## src/rtl/pipe_ctrl_pkg.sv

```systemverilog
`default_nettype none
// ============================================================================
// Module   : pipe_ctrl_pkg
// Brief    : Shared state encoding, opcode constants and div decode helper
//            for the pipeline sequencing controller.
// Revision : 1.0 - initial release
// ============================================================================
package pipe_ctrl_pkg;

    typedef enum logic [1:0] {
        ST_RUN      = 2'd0,
        ST_BR_FLUSH = 2'd1,
        ST_DIV_WAIT = 2'd2,
        ST_DIV_DONE = 2'd3
    } pipe_state_t;

    localparam logic [5:0] OP_RTYPE  = 6'b000000;
    localparam logic [5:0] OP_ADDI   = 6'b001000;
    localparam logic [5:0] OP_BEQ    = 6'b000100;
    localparam logic [5:0] OP_BNE    = 6'b000101;
    localparam logic [5:0] FUNCT_DIV = 6'b011010;

    function automatic logic is_div(input logic [5:0] opcode, input logic [5:0] funct);
        return (opcode == OP_RTYPE) && (funct == FUNCT_DIV);
    endfunction

endpackage
`default_nettype wire

```

## src/rtl/pipe_hazard_ctrl_div_counter.sv

```systemverilog
`default_nettype none
// ============================================================================
// Module   : div_cycle_counter
// Brief    : Loadable non-wrapping down-counter that times the divider's
//            busy window; reports when it has reached zero.
// Revision : 1.0 - initial release
// ============================================================================
module div_cycle_counter #(
    parameter int DIV_CYCLES = 32
) (
    input  logic Clk,
    input  logic Reset_n,
    input  logic i_load,
    input  logic i_dec,
    output logic o_zero
);

    localparam int CNT_W = (DIV_CYCLES > 2) ? $clog2(DIV_CYCLES) : 1;
    localparam logic [CNT_W-1:0] C_LOAD_VAL = CNT_W'(DIV_CYCLES - 1);

    logic [CNT_W-1:0] r_count;

    always_ff @(posedge Clk or negedge Reset_n) begin
        if (!Reset_n) begin
            r_count <= '0;
        end else if (i_load) begin
            r_count <= C_LOAD_VAL;
        end else if (i_dec && (r_count != '0)) begin
            r_count <= r_count - 1'b1;
        end
    end

    assign o_zero = (r_count == '0);

endmodule
`default_nettype wire

```

## src/rtl/pipe_hazard_ctrl.sv

```systemverilog
`default_nettype none
// ============================================================================
// Module   : pipe_hazard_ctrl
// Brief    : Stall/flush sequencer for PC, IF/ID and ID/EX: branch squash and
//            iterative-divide freeze. Optional counters: PIPE_CTRL_PERF_EN.
// Revision : 1.0 - initial release
// ============================================================================
module pipe_hazard_ctrl
    import pipe_ctrl_pkg::*;
#(
    parameter int DIV_CYCLES = 32
) (
    input  logic        Clk,
    input  logic        Reset_n,
    input  logic [5:0]  EX_OpCode,
    input  logic [5:0]  EX_Funct,
    input  logic        EX_BranchTaken,
    output logic        PCWrite,
    output logic        IF_ID_Write,
    output logic        IF_ID_Flush,
    output logic        ID_EX_Write,
    output logic        FlushRegisters,
    output logic        Div_Start,
    output logic        Div_Busy,
    output logic [31:0] Stall_Count,
    output logic [31:0] Flush_Count
);

    pipe_state_t r_state;
    pipe_state_t w_next_state;
    logic        w_load;
    logic        w_dec;
    logic        w_cnt_zero;
    logic        w_ex_is_div;

    assign w_ex_is_div = is_div(EX_OpCode, EX_Funct);
    assign w_dec       = (r_state == ST_DIV_WAIT);

    div_cycle_counter #(
        .DIV_CYCLES (DIV_CYCLES)
    ) u_div_cycle_counter (
        .Clk     (Clk),
        .Reset_n (Reset_n),
        .i_load  (w_load),
        .i_dec   (w_dec),
        .o_zero  (w_cnt_zero)
    );

    always_comb begin
        w_next_state = r_state;
        w_load       = 1'b0;
        case (r_state)
            ST_RUN, ST_DIV_DONE: begin
                if (EX_BranchTaken) begin
                    w_next_state = ST_BR_FLUSH;
                end else if (w_ex_is_div) begin
                    w_next_state = ST_DIV_WAIT;
                    w_load       = 1'b1;
                end else begin
                    w_next_state = ST_RUN;
                end
            end
            ST_BR_FLUSH: w_next_state = ST_RUN;
            ST_DIV_WAIT: begin
                if (w_cnt_zero) begin
                    w_next_state = ST_DIV_DONE;
                end
            end
            default:     w_next_state = ST_RUN;
        endcase
    end

    // Outputs are flops decoded from the next state so they land on the same
    // edge as the state itself and reset asynchronously with it.
    always_ff @(posedge Clk or negedge Reset_n) begin
        if (!Reset_n) begin
            r_state        <= ST_RUN;
            PCWrite        <= 1'b1;
            IF_ID_Write    <= 1'b1;
            ID_EX_Write    <= 1'b1;
            IF_ID_Flush    <= 1'b0;
            FlushRegisters <= 1'b0;
            Div_Start      <= 1'b0;
            Div_Busy       <= 1'b0;
        end else begin
            r_state        <= w_next_state;
            PCWrite        <= (w_next_state != ST_DIV_WAIT);
            IF_ID_Write    <= (w_next_state != ST_DIV_WAIT);
            ID_EX_Write    <= (w_next_state != ST_DIV_WAIT);
            IF_ID_Flush    <= (w_next_state == ST_BR_FLUSH);
            FlushRegisters <= (w_next_state == ST_BR_FLUSH);
            Div_Start      <= w_load;
            Div_Busy       <= (w_next_state == ST_DIV_WAIT);
        end
    end

`ifdef PIPE_CTRL_PERF_EN
    logic [31:0] r_stall_count;
    logic [31:0] r_flush_count;

    always_ff @(posedge Clk or negedge Reset_n) begin
        if (!Reset_n) begin
            r_stall_count <= 32'd0;
            r_flush_count <= 32'd0;
        end else begin
            if (r_state == ST_DIV_WAIT) begin
                r_stall_count <= r_stall_count + 32'd1;
            end
            if (w_next_state == ST_BR_FLUSH) begin
                r_flush_count <= r_flush_count + 32'd1;
            end
        end
    end

    assign Stall_Count = r_stall_count;
    assign Flush_Count = r_flush_count;
`else
    assign Stall_Count = 32'd0;
    assign Flush_Count = 32'd0;
`endif

endmodule
`default_nettype wire

```

## config.mk

```make
export PLATFORM = sky130hd
export DESIGN_NAME = pipe_hazard_ctrl
export DESIGN_NICKNAME = d
export VERILOG_FILES = /design/src/rtl/pipe_ctrl_pkg.sv /design/src/rtl/pipe_hazard_ctrl_div_counter.sv /design/src/rtl/pipe_hazard_ctrl.sv
export SDC_FILE = /design/constraint.sdc
export NUM_CORES = 1
export LEC_CHECK = 0
export BUFFER_PORTS_ARGS = -buffer_cell sky130_fd_sc_hd__buf_2
export CORE_MARGIN = 2
export CORE_UTILIZATION = 35
export CTS_BUF_LIST = sky130_fd_sc_hd__clkbuf_16
export DETAILED_ROUTE_END_ITERATION = 8
export PLACE_DENSITY_LB_ADDON = 0.12
export SLEW_MARGIN = 40
export SYNTH_ARGS = -nofsm -noshare
export SYNTH_HDL_FRONTEND = slang
export SYNTH_SLANG_ARGS = --single-unit
```

## constraint.sdc

```tcl
create_clock -name Clk -period 2.5 [get_ports Clk]
set_input_delay 0.25 -clock Clk [delete_from_list [all_inputs] [get_ports Clk]]
set_output_delay 0.25 -clock Clk [all_outputs]
set_load 0.1 [all_outputs]
```

==> metrics.txt <==
critical path class=reg2reg; most frequent cell after synthesis=buf_4; slowest stage cell, crit path=or4b_1; DR vias=625; post-synthesis sequential area ratio=0.265; # DRC=6; grt ovf=0; Initial Util=0.372; FF-to-FF path depth=4; CTS H-Tree Depth=1; Ys Warns=0; Synth area leaders=buf_4, dfrtp_1, ha_1; vias in the first global route=457; crit path DAT=1.71 ns; IO Pins=86; Hold EP=r_state[0]; Pwr Density=916 nW/um2; Setup crit start kind=flip-flop; die area=3430 um2; vias per inst=3.70; worst path required time=2.62 ns; hold path start=EX_BranchTaken; Worst path depth=4; Placement Setup Slack=0.911 ns; critical path's largest stage delay=0.48 ns; CTS max path bufs=2; Reg-to-Reg Start=r_state[0]; WHS Path Cells=3; worst r2r dst=u_div_cycle_counter.r_count[3]; crit path capture type=flip-flop; CTS tree=built; Hold Crit Class=in2reg; Clock Latency Late Sink=0.23 ns; synth cell count leaders=buf_4, dfrtp_1, nand2_1; hold violation count in the final report=0; Synth Register Bits=11; # rows=19; post-route cell area=1010 um2; diode count=0; Area after DPL=921 um2; Tot GR Track Use=0.0800; R2R Setup Slk=0.91 ns; Post-synth ARST share=1.00; post-route setup TNS=0 ns; area of the core=2810 um2; setup violators final=0; Fill cells=286; DRT iter0 DRCs=9; worst setup margin=0.910 ns; WP buf/inv=1; CTS Sinks=11; f_max=629 MHz; Total Nets Final=157; I/O Buffers=21; routability congestion estimate=0.801; max cap viols=0; Worst Path Max Fanout=7; Initial DRT Pass Iterations=6; tightest hold margin=0.330 ns; worst vdd ir=406 uV; Final period util=0.636; Yosys top cell area share=0.482; Cells after Synth=116; Layout Skew=0.00190 ns; die height=58.6 um; total CTS buffers=3; first-pass GRT wire length=2010 um; initial antenna violation count=0; Synth-to-Final Area Change=-3.24%; family with the most delay on the worst path=simple AND/OR/NAND/NOR gates; ys flop type=dfrtp_1; post-DR wirelength/cell=8.24 um; pin count of the biggest net entering global routing=12; clock period minus worst slack=1.59 ns; leakage power total=0.000622 uW; Synth cell types=26; Syn Area/Cell=9.00 um2; Synth area leader=buf_4; failing checks=DRC; Routed Antenna Nets=0; Total Wirelength=1390 um; Syn Std Cell Area=1040 um2; Post-synth EDFFs=0; Final Max Tran Viols=0; ratio of cells with drive above 1 in the final layout=0.203; CP cell instances=inv_1 -> ha_1 -> or4b_1 -> a211o_1; RSZ-0062 raised after global routing=no; die width=58.6 um; Reg clk slew, reported paths=0.04 ns; Clock Tree Root=clkbuf_16; dpl hpwl=1190 um; status=finished with violations
[metrics by stage]
step / instances / util / power, uW
floorplan: 179 / - / 704
global placement: 164 / 0.328 / 641
detailed placement: 164 / 0.328 / 641
CTS: 169 / 0.360 / 931
global route: 169 / 0.360 / 950
finish: 169 / 0.360 / 925
[report_power, final]
part | total [uW] | switching [uW] | internal (uW)
Sequential | 183 | 1.34 | 181
Clock | 283 | 73.5 | 209
Combinational | 459 | 445 | 13.9
Total | 925 | 520 | 405
[metal layers]
metal,GRT usage,part of all wire
met5,0,0
met4,0.0195,0
met3,0.0462,0.14
met2,0.122,0.47
met1,0.0974,0.39
[worst register-to-register path: stages (launching register included)]
cell     delay, ns
dfrtp_1       0.37
inv_1         0.08
ha_1          0.25
or4b_1        0.48
a211o_1       0.30
[placed cells by master (no fill, tap or decap)]
cell / Yosys / final
a211o_1: 2 / 2
a211oi_1: 1 / 1
a21oi_1: 2 / 2
and3_1: 2 / 2
buf_2: 0 / 21
clkbuf_16: 0 / 3
conb_1: 1 / 64
dfrtp_1: 10 / 10
dfstp_2: 1 / 1
dlygate4sd3_1: 0 / 1
ha_1: 3 / 3
inv_1: 3 / 4
inv_2: 1 / 1
nand2_1: 4 / 4
nand4_1: 1 / 1
nor2b_1: 3 / 3
nor3_1: 2 / 2
nor4_1: 1 / 1
nor4b_1: 1 / 1
nor4b_2: 1 / 1
nor4bb_1: 1 / 1
o211a_1: 1 / 1
o211ai_1: 1 / 1
o21ai_1: 3 / 3
o31ai_1: 1 / 1
or2_1: 1 / 1
or4b_1: 1 / 1
or4b_4: 1 / 1
[cell type report]
class,instances,area (um2),area share
tap,31,38.8,0.0384
clock inverter,1,3.75,0.00372
sequential,11,277,0.274
timing repair buffer,22,115,0.114
inverter,4,15.0,0.0149
clock buffer,3,75.1,0.0743
multi-input combinational,97,485,0.481
[repair_timing]
action	CTS	global route
hold buffers	1	0
hold endpoints to repair	10	0
buffers inserted	0	0
resized for setup	0	0
[cells by family (layout without fill, tap and decap cells)]
family	count (synthesis)	after routing	synth area share
adders and majority gates	3	3	0.0360
DFF	11	11	0.265
buffers and inverters	71	30	0.496
AOI/OAI and AO/OA	11	11	0.0720
and+or+nand+nor	19	19	0.127
other	1	64	0.00359
[worst max-delay path by stage]
stage,startpoint,endpoint
floorplan,FlushRegisters,IF_ID_Flush
global placement,r_state[0],Div_Busy
detailed placement,r_state[0],u_div_cycle_counter.r_count[3]
CTS,r_state[0],u_div_cycle_counter.r_count[3]
global route,r_state[0],u_div_cycle_counter.r_count[3]
finish,r_state[0],u_div_cycle_counter.r_count[3]
[state kept, by name, indices dropped and copies added, names as in the netlist]
register,count
ID_EX_Write,1
Div_Busy,1
Div_Start,1
u_div_cycle_counter.r_count,5
r_state,2
FlushRegisters,1
Power figures use the tool's default switching activity.
